<file path="config.mk">
export PLATFORM = sky130hd
export DESIGN_NAME = sqrt_ahsqr_iter
export DESIGN_NICKNAME = d
export VERILOG_FILES = /design/src/rtl/sqrt_ahsqr_iter.sv
export SDC_FILE = /design/constraint.sdc
export NUM_CORES = 1
export LEC_CHECK = 0
export ABC_AREA = 1
export CORE_MARGIN = 1.5
export CORE_UTILIZATION = 60
export DETAILED_ROUTE_END_ITERATION = 7
export PLACE_DENSITY = 0.84
export SLEW_MARGIN = 15
export SYNTH_ARGS = -nofsm -noshare
export SYNTH_HDL_FRONTEND = slang
export SYNTH_SLANG_ARGS = --single-unit
</file>
<file path="constraint.sdc">
create_clock -name clk -period 5.05 [get_ports clk]
set_clock_uncertainty 0.05 [all_clocks]
set_input_delay 1.2625 -clock clk [delete_from_list [all_inputs] [get_ports clk]]
set_output_delay 1.2625 -clock clk [all_outputs]
set_load 0.005 [all_outputs]
</file>
<file path="src/rtl/sqrt_ahsqr_iter.sv">
// Iterative restoring radix-2 square root with an approximate (AHSQR) mode.
// Mode 0 runs the recurrence on the top K bits only, then fills in the low root bits from the shifted radicand.
module sqrt_ahsqr_iter #(
    parameter int W = 16,
    parameter int K = 6
) (
    input  logic           clk,
    input  logic           rst_n,
    input  logic           in_valid,
    output logic           in_ready,
    input  logic [W-1:0]   in_data,
    input  logic           in_mode,
    output logic           out_valid,
    input  logic           out_ready,
    output logic [W/2-1:0] out_data,
    output logic           out_exact,
    output logic           busy
);
    localparam int H  = W / 2;
    localparam int Q  = K / 2;
    localparam int L  = H - Q;
    localparam int RW = H + 2;
    localparam int CW = $clog2(H + 1);

    typedef enum logic [1:0] {IDLE, ITER, FIN, DONE} state_t;

    state_t          state, state_nxt;
    logic [W-1:0]    rad_cap;
    logic [W-1:0]    rad_sh;
    logic [RW-1:0]   rem;
    logic [H-1:0]    root;
    logic [CW-1:0]   cnt;
    logic            mode_cap;

    logic [RW+1:0]   rem_sh;
    logic [RW+1:0]   trial;
    logic [RW+1:0]   rem_diff;
    logic            take;

    // Low root bits: the radicand (with y halved) shifted so the leading one of q lands just above them.
    function automatic logic [H-1:0] approx_result(input logic [W-1:0] r, input logic [Q-1:0] q);
        logic [W-1:0] num;
        logic [W-1:0] sh;
        int           p;
        if (q == '0)
            return {{Q{1'b0}}, {L{1'b1}}};
        num = {r[W-1:W-K], 1'b0, r[W-K-1:1]};
        p = 0;
        for (int i = 0; i < Q; i++)
            if (q[i]) p = i;
        sh = num >> (L + p);
        return {q, sh[L-1:0]};
    endfunction

    assign in_ready = (state == IDLE);
    assign busy     = (state != IDLE);

    always_comb begin
        rem_sh   = {rem, rad_sh[W-1:W-2]};
        trial    = {2'b00, root, 2'b01};
        take     = (rem_sh >= trial);
        rem_diff = take ? (rem_sh - trial) : rem_sh;
    end

    always_ff @(posedge clk or negedge rst_n) begin
        if (!rst_n) state <= IDLE;
        else        state <= state_nxt;
    end

    always_comb begin
        state_nxt = state;
        case (state)
            IDLE:    if (in_valid) state_nxt = ITER;
            ITER:    if (cnt == CW'(1)) state_nxt = FIN;
            FIN:     state_nxt = DONE;
            DONE:    if (out_ready) state_nxt = IDLE;
            default: state_nxt = IDLE;
        endcase
    end

    always_ff @(posedge clk or negedge rst_n) begin
        if (!rst_n) begin
            rad_cap   <= '0;
            rad_sh    <= '0;
            rem       <= '0;
            root      <= '0;
            cnt       <= '0;
            mode_cap  <= 1'b0;
            out_data  <= '0;
            out_exact <= 1'b0;
            out_valid <= 1'b0;
        end else begin
            case (state)
                IDLE: begin
                    if (in_valid) begin
                        rad_cap  <= in_data;
                        rad_sh   <= in_data;
                        mode_cap <= in_mode;
                        rem      <= '0;
                        root     <= '0;
                        cnt      <= in_mode ? CW'(H) : CW'(Q);
                    end
                end
                // one root bit per cycle, two radicand bits consumed MSB-first
                ITER: begin
                    rad_sh <= {rad_sh[W-3:0], 2'b00};
                    rem    <= rem_diff[RW-1:0];
                    root   <= {root[H-2:0], take};
                    cnt    <= cnt - CW'(1);
                end
                FIN: begin
                    out_data  <= mode_cap ? root : approx_result(rad_cap, root[Q-1:0]);
                    out_exact <= mode_cap;
                    out_valid <= 1'b1;
                end
                DONE: begin
                    if (out_ready) out_valid <= 1'b0;
                end
                default: ;
            endcase
        end
    end
endmodule

</file>
Word-level counts from Yosys, hierarchy flattened
Index checks and enable logic that the tools add are counted.
{"block": "totals", "register_bits": 67, "input_bits": 21, "out_inout_bits": 12, "word_cells": 56}
{"block": "classes", "addsub": 3, "n_lt_le_gt_ge": 1, "eq_ne": 7, "shifts": 1, "muxes": 25, "n_reduce_logical": 9}
{"cell": "$mux W32", "n": 3}
{"cell": "$add A4 B32 Y32 const A", "n": 1}
{"cell": "$mux W8", "n": 4}
{"cell": "$pmux W16 S2", "n": 1}
{"cell": "$shr A16 B32 Y5", "n": 1}
{"cell": "$mux W10", "n": 2}
{"cell": "$pmux W10 S2", "n": 1}
{"cell": "$mux W16", "n": 1}
{"cell": "$pmux W8 S2", "n": 1}
{"cell": "$ge A12 B10 Y1", "n": 1}
{"cell": "$sub A10 B10 Y10", "n": 1}
{"cell": "$mux W4", "n": 2}
{"cell": "$pmux W2 S4", "n": 1}
{"cell": "$pmux W4 S2", "n": 1}
{"cell": "$mux W2", "n": 3}
{"cell": "$ne A2 B2 Y1 const B", "n": 3}
{"cell": "$reduce_and A2 Y1", "n": 3}
{"cell": "$reduce_bool A2 Y1", "n": 3}
{"cell": "$eq A2 B2 Y1 const B", "n": 2}
{"cell": "$eq A4 B1 Y1 const B", "n": 1}
{"cell": "$mux W1", "n": 4}
{"cell": "$sub A4 B1 Y4 const B", "n": 1}
{"cell": "$logic_not A3 Y1", "n": 1}
{"cell": "$reduce_and A3 Y1", "n": 1}
{"cell": "3 further kinds", "n": 3}

Longest topological paths before layout
{"block": "logic_depth", "word_depth": 9, "ltp_mapped": 13, "depth_no_buf": 12}

Worst setup path after synthesis
No wires, ideal clock.
{"block": "synth_timing", "kind": "register to output", "startpoint": "reg state[0]", "endpoint": "out busy", "arrival_time_ns": 0.791, "required_time_ns": 3.738, "setup_slack_ns": 2.947, "stages_incl_launch_ff": 4, "n_path_buf": 0, "cell_sequence": "dfrtp_1 -> inv_1 -> ha_1 -> inv_1"}
{"block": "synth_between", "elab_chain_len": 1}
{"item": "start: declaration", "line_no": "27", "rtl": "state_t state, state_nxt;"}
{"item": "start signal: assignment", "line_no": "67", "rtl": "else state <= state_nxt;"}
{"item": "$reduce_bool A2 Y1", "line_no": "56", "rtl": "assign busy = (state != IDLE);"}
{"item": "end: declaration", "line_no": "17", "rtl": "output logic busy"}
Every way passes these cells.

Worst setup path after layout
{"block": "layout_timing", "startpoint": "in in_valid", "endpoint": "reg cnt[3]"}
{"block": "layout_between", "elab_chain_len": 2}
{"item": "start: declaration", "line_no": "9", "rtl": "input logic in_valid,"}
{"item": "$ne A2 B2 Y1 (no line)"}
{"item": "$reduce_and A2 Y1 (no line)"}
{"item": "end signal: assignment", "line_no": "101", "rtl": "cnt <= in_mode ? CW'(H) : CW'(Q);"}
{"item": "end signal: assignment", "line_no": "109", "rtl": "cnt <= cnt - CW'(1);"}
{"item": "end: declaration", "line_no": "32", "rtl": "logic [CW-1:0] cnt;"}
Every way passes these cells.
A chain may end at the register's enable or synchronous reset.

==> results.md <==
- CTS buffer count: 9
- Worst-Skew Late Latency: between 0.3 and 0.4 ns
- Leakage power: 1.853 nW
- Crit-path max FO: 25
- Full die area: about 5800 sq um
- Sequential Area: ~1400 sq um
- Final core occ: about three quarters
- Commonest non-fill, non-tap cells in the layout: nand2_1, inv_1, dfrtp_1
- Post-CTS Setup Bufs: 0
- Tmin final: between 3 and 4 ns
- Max-slew headroom: 51.89%
- Setup-failing EPs final: 0
- Largest net degree at the start of global routing: 58
- Leading cell type in the layout, fill and taps excluded: nand2_1
- Primary FF master, synth: dfrtp_1
- Clock Pin Slew Worst Setup and Hold Paths: roughly 0.07 ns
- Dpl cell area: 3528 sq um
- Number of fill cells: 413
- RSZ-0062 raised after global routing: no
- Crit path launch type: input pin
- Mapped Area: about 3200 sq um
- Cell Pwr Density: roughly 740 nW/um^2
- Port bufs: 32
- Crit Path Class: in -> reg
- Worst slack, placed: roughly 1.7 ns
- Least-Margin Pin Slew: roughly 0.72 ns
- Layout overhead on the synthesized area: 17.26%
- Run status: finished, final reports clean
- Final instance area: between 3000 and 4000 sq um
- TNS Setup: 0 ns
- Rows: 26
- Nets@finish: ~480
- Drt initial violations: between 200 and 250
- Post-synthesis cell count: 411
- Synth warn: 0
- Total wire length: about 7400 microns
- Longest Clk Path Bufs: 2
- CTS tree: done
- Total Routing Usage GR: about 28%
- H-tree levels: 3
- Die Wd: between 70 and 80 microns
- Worst Setup End Kind: flop
- Worst IR Drop VDD: ~0.37 mV
- Die H: approximately 76 microns
- First-pass GRT wire length: 12580 microns
- Core ar.: approximately 5100 sq um
- Post_cts resized: 0
- Tcrit/Tclk final: between 50% and 60%
- CP arrival: approximately 3.2 ns
- # clock sinks: 57
- Antenna diodes: 0
- Final routed DRC violation total: 0
- Syn Nets: 448
- Yosys reg bits: between 50 and 60
- I/O pin count: 33
- Async set-reset flop share out of synthesis: 100.0%
- Avg Inst Size Synth: a little under 8 sq um
- FMAX: approximately 330 MHz
- Register area share after synthesis: roughly 45%
- Antenna Violating Nets Remaining: 0
- Final worst setup slack: about 2.0 ns
- Routed WL per cell: roughly 14 microns
- Final Hold Fails: 0
- Remaining Overflow, GRT: 0
- Initial cell density of the core: between 60% and 70%
- Post-synth cell types: 33
- EDFF count, synth: 0
- Routability Congestion: about 0.96
- TritonRoute pass-1 iters: 5
- Placed wire-length estimate: 5299 microns
- Max-cap violations: 0
- Cts hold-fix bufs: 0
- Initial antenna violation count: 0
- Min-Delay Path Class: reg -> reg
- Vias in the first global route: between 2k and 3k
- Ratio of cells with drive above 1 in the final layout: 6.067%
- CP required: around 5.3 ns
- Via count: around 2.8k
- Area of the multi-input gates: roughly 1400 sq um
- CTS root buffer: clkbuf_8
- Via-to-Cell Ratio: 5.478
- Max-slew violation count: 0
report_power, final:
group	internal, W	switching [W]
clock	0.000290	0.000182
sequential	0.000662	0.000143
combinational	0.000566	0.000913
final timing paths:
| kind | endpoint | from | slack, ns | cells past startpoint |
|---|---|---|---|---|
| hold reg to reg | out_data[0] | out_data[0] | 0.44 | 2 |
| setup reg to reg | rem[7] | root[0] | 2.28 | 9 |
| min in group asynchronous | rad_sh[14] | rst_n | 1.02 | 2 |
| hold / removal | out_data[0] | out_data[0] | 0.44 | 2 |
| setup / recovery | cnt[3] | in_valid | 2.03 | 7 |
| max in group asynchronous | out_data[7] | rst_n | 3.46 | 2 |
critical path: stages:
cell             delay [ns]
clkdlybuf4s50_1        0.49
nand2_1                0.28
o21ai_2                0.40
inv_2                  0.37
a21oi_2                0.25
o21ai_0                0.10
o21ai_0                0.07
synthesized netlist by cell type (3+ instances only):
| cell type | count | share of area, % |
|---|---|---|
| nor2_1 | 16 | 1.9 |
| clkbuf_1 | 7 | 0.82 |
| o21ai_0 | 33 | 5.2 |
| o22ai_1 | 7 | 1.4 |
| nand4_1 | 15 | 2.9 |
| a21oi_1 | 14 | 2.2 |
| buf_2 | 6 | 0.94 |
| inv_1 | 60 | 7.0 |
| dfrtp_1 | 57 | 45 |
| nand2_1 | 115 | 14 |
| ha_1 | 16 | 6.3 |
| o211ai_1 | 11 | 2.6 |
| nand3_1 | 25 | 3.9 |
| a22oi_1 | 3 | 0.70 |
stage by stage:
step | total power, W | hold WS, ns | std cells
after floorplan | 0.001891 | 0.3979 | 411
after global placement | 0.002201 | 0.4181 | 499
after detailed placement | 0.002260 | 0.4227 | 499
after CTS | 0.002746 | 0.4414 | 515
after global routing | 0.002992 | 0.4471 | 515
final | 0.002757 | 0.4384 | 515
layer usage:
layer  global-route usage, %  vias to the layer above  share of wire, %
met4                   9.259                        0               1.8
met3                   5.988                       18               5.2
met5                       0                        -                 0
met2                   47.21                       96                49
li1                        -                     1399                 -
met1                   34.85                     1308                44
cells by family (layout without fill, tap and decap cells):
kind of cell | count (synthesis) | in the layout | synth area share, %
compound gates | 76 | 76 | 14.01
xor+xnor | 4 | 4 | 1.096
fa+ha+maj | 16 | 16 | 6.262
buf+inv | 79 | 113 | 10.10
flops | 57 | 57 | 44.62
simple gates | 179 | 179 | 23.91
sequential cells by signal (all words and copies together), names as in the netlist:
signal	cells
cnt	4
mode_cap	1
out_data	8
out_exact	1
out_valid	1
rad_cap	6
rad_sh	16
rem	10
root	8
state	2
cell type report:
class / instances / share of cell area, %
clock inverter: 5 / 2.103
inverter: 63 / 6.308
multi-input combinational: 275 / 38.62
timing repair buffer: 34 / 8.812
tap: 70 / 2.336
clock buffer: 11 / 3.772
sequential: 57 / 38.05
(Power assumes the default switching activity.)
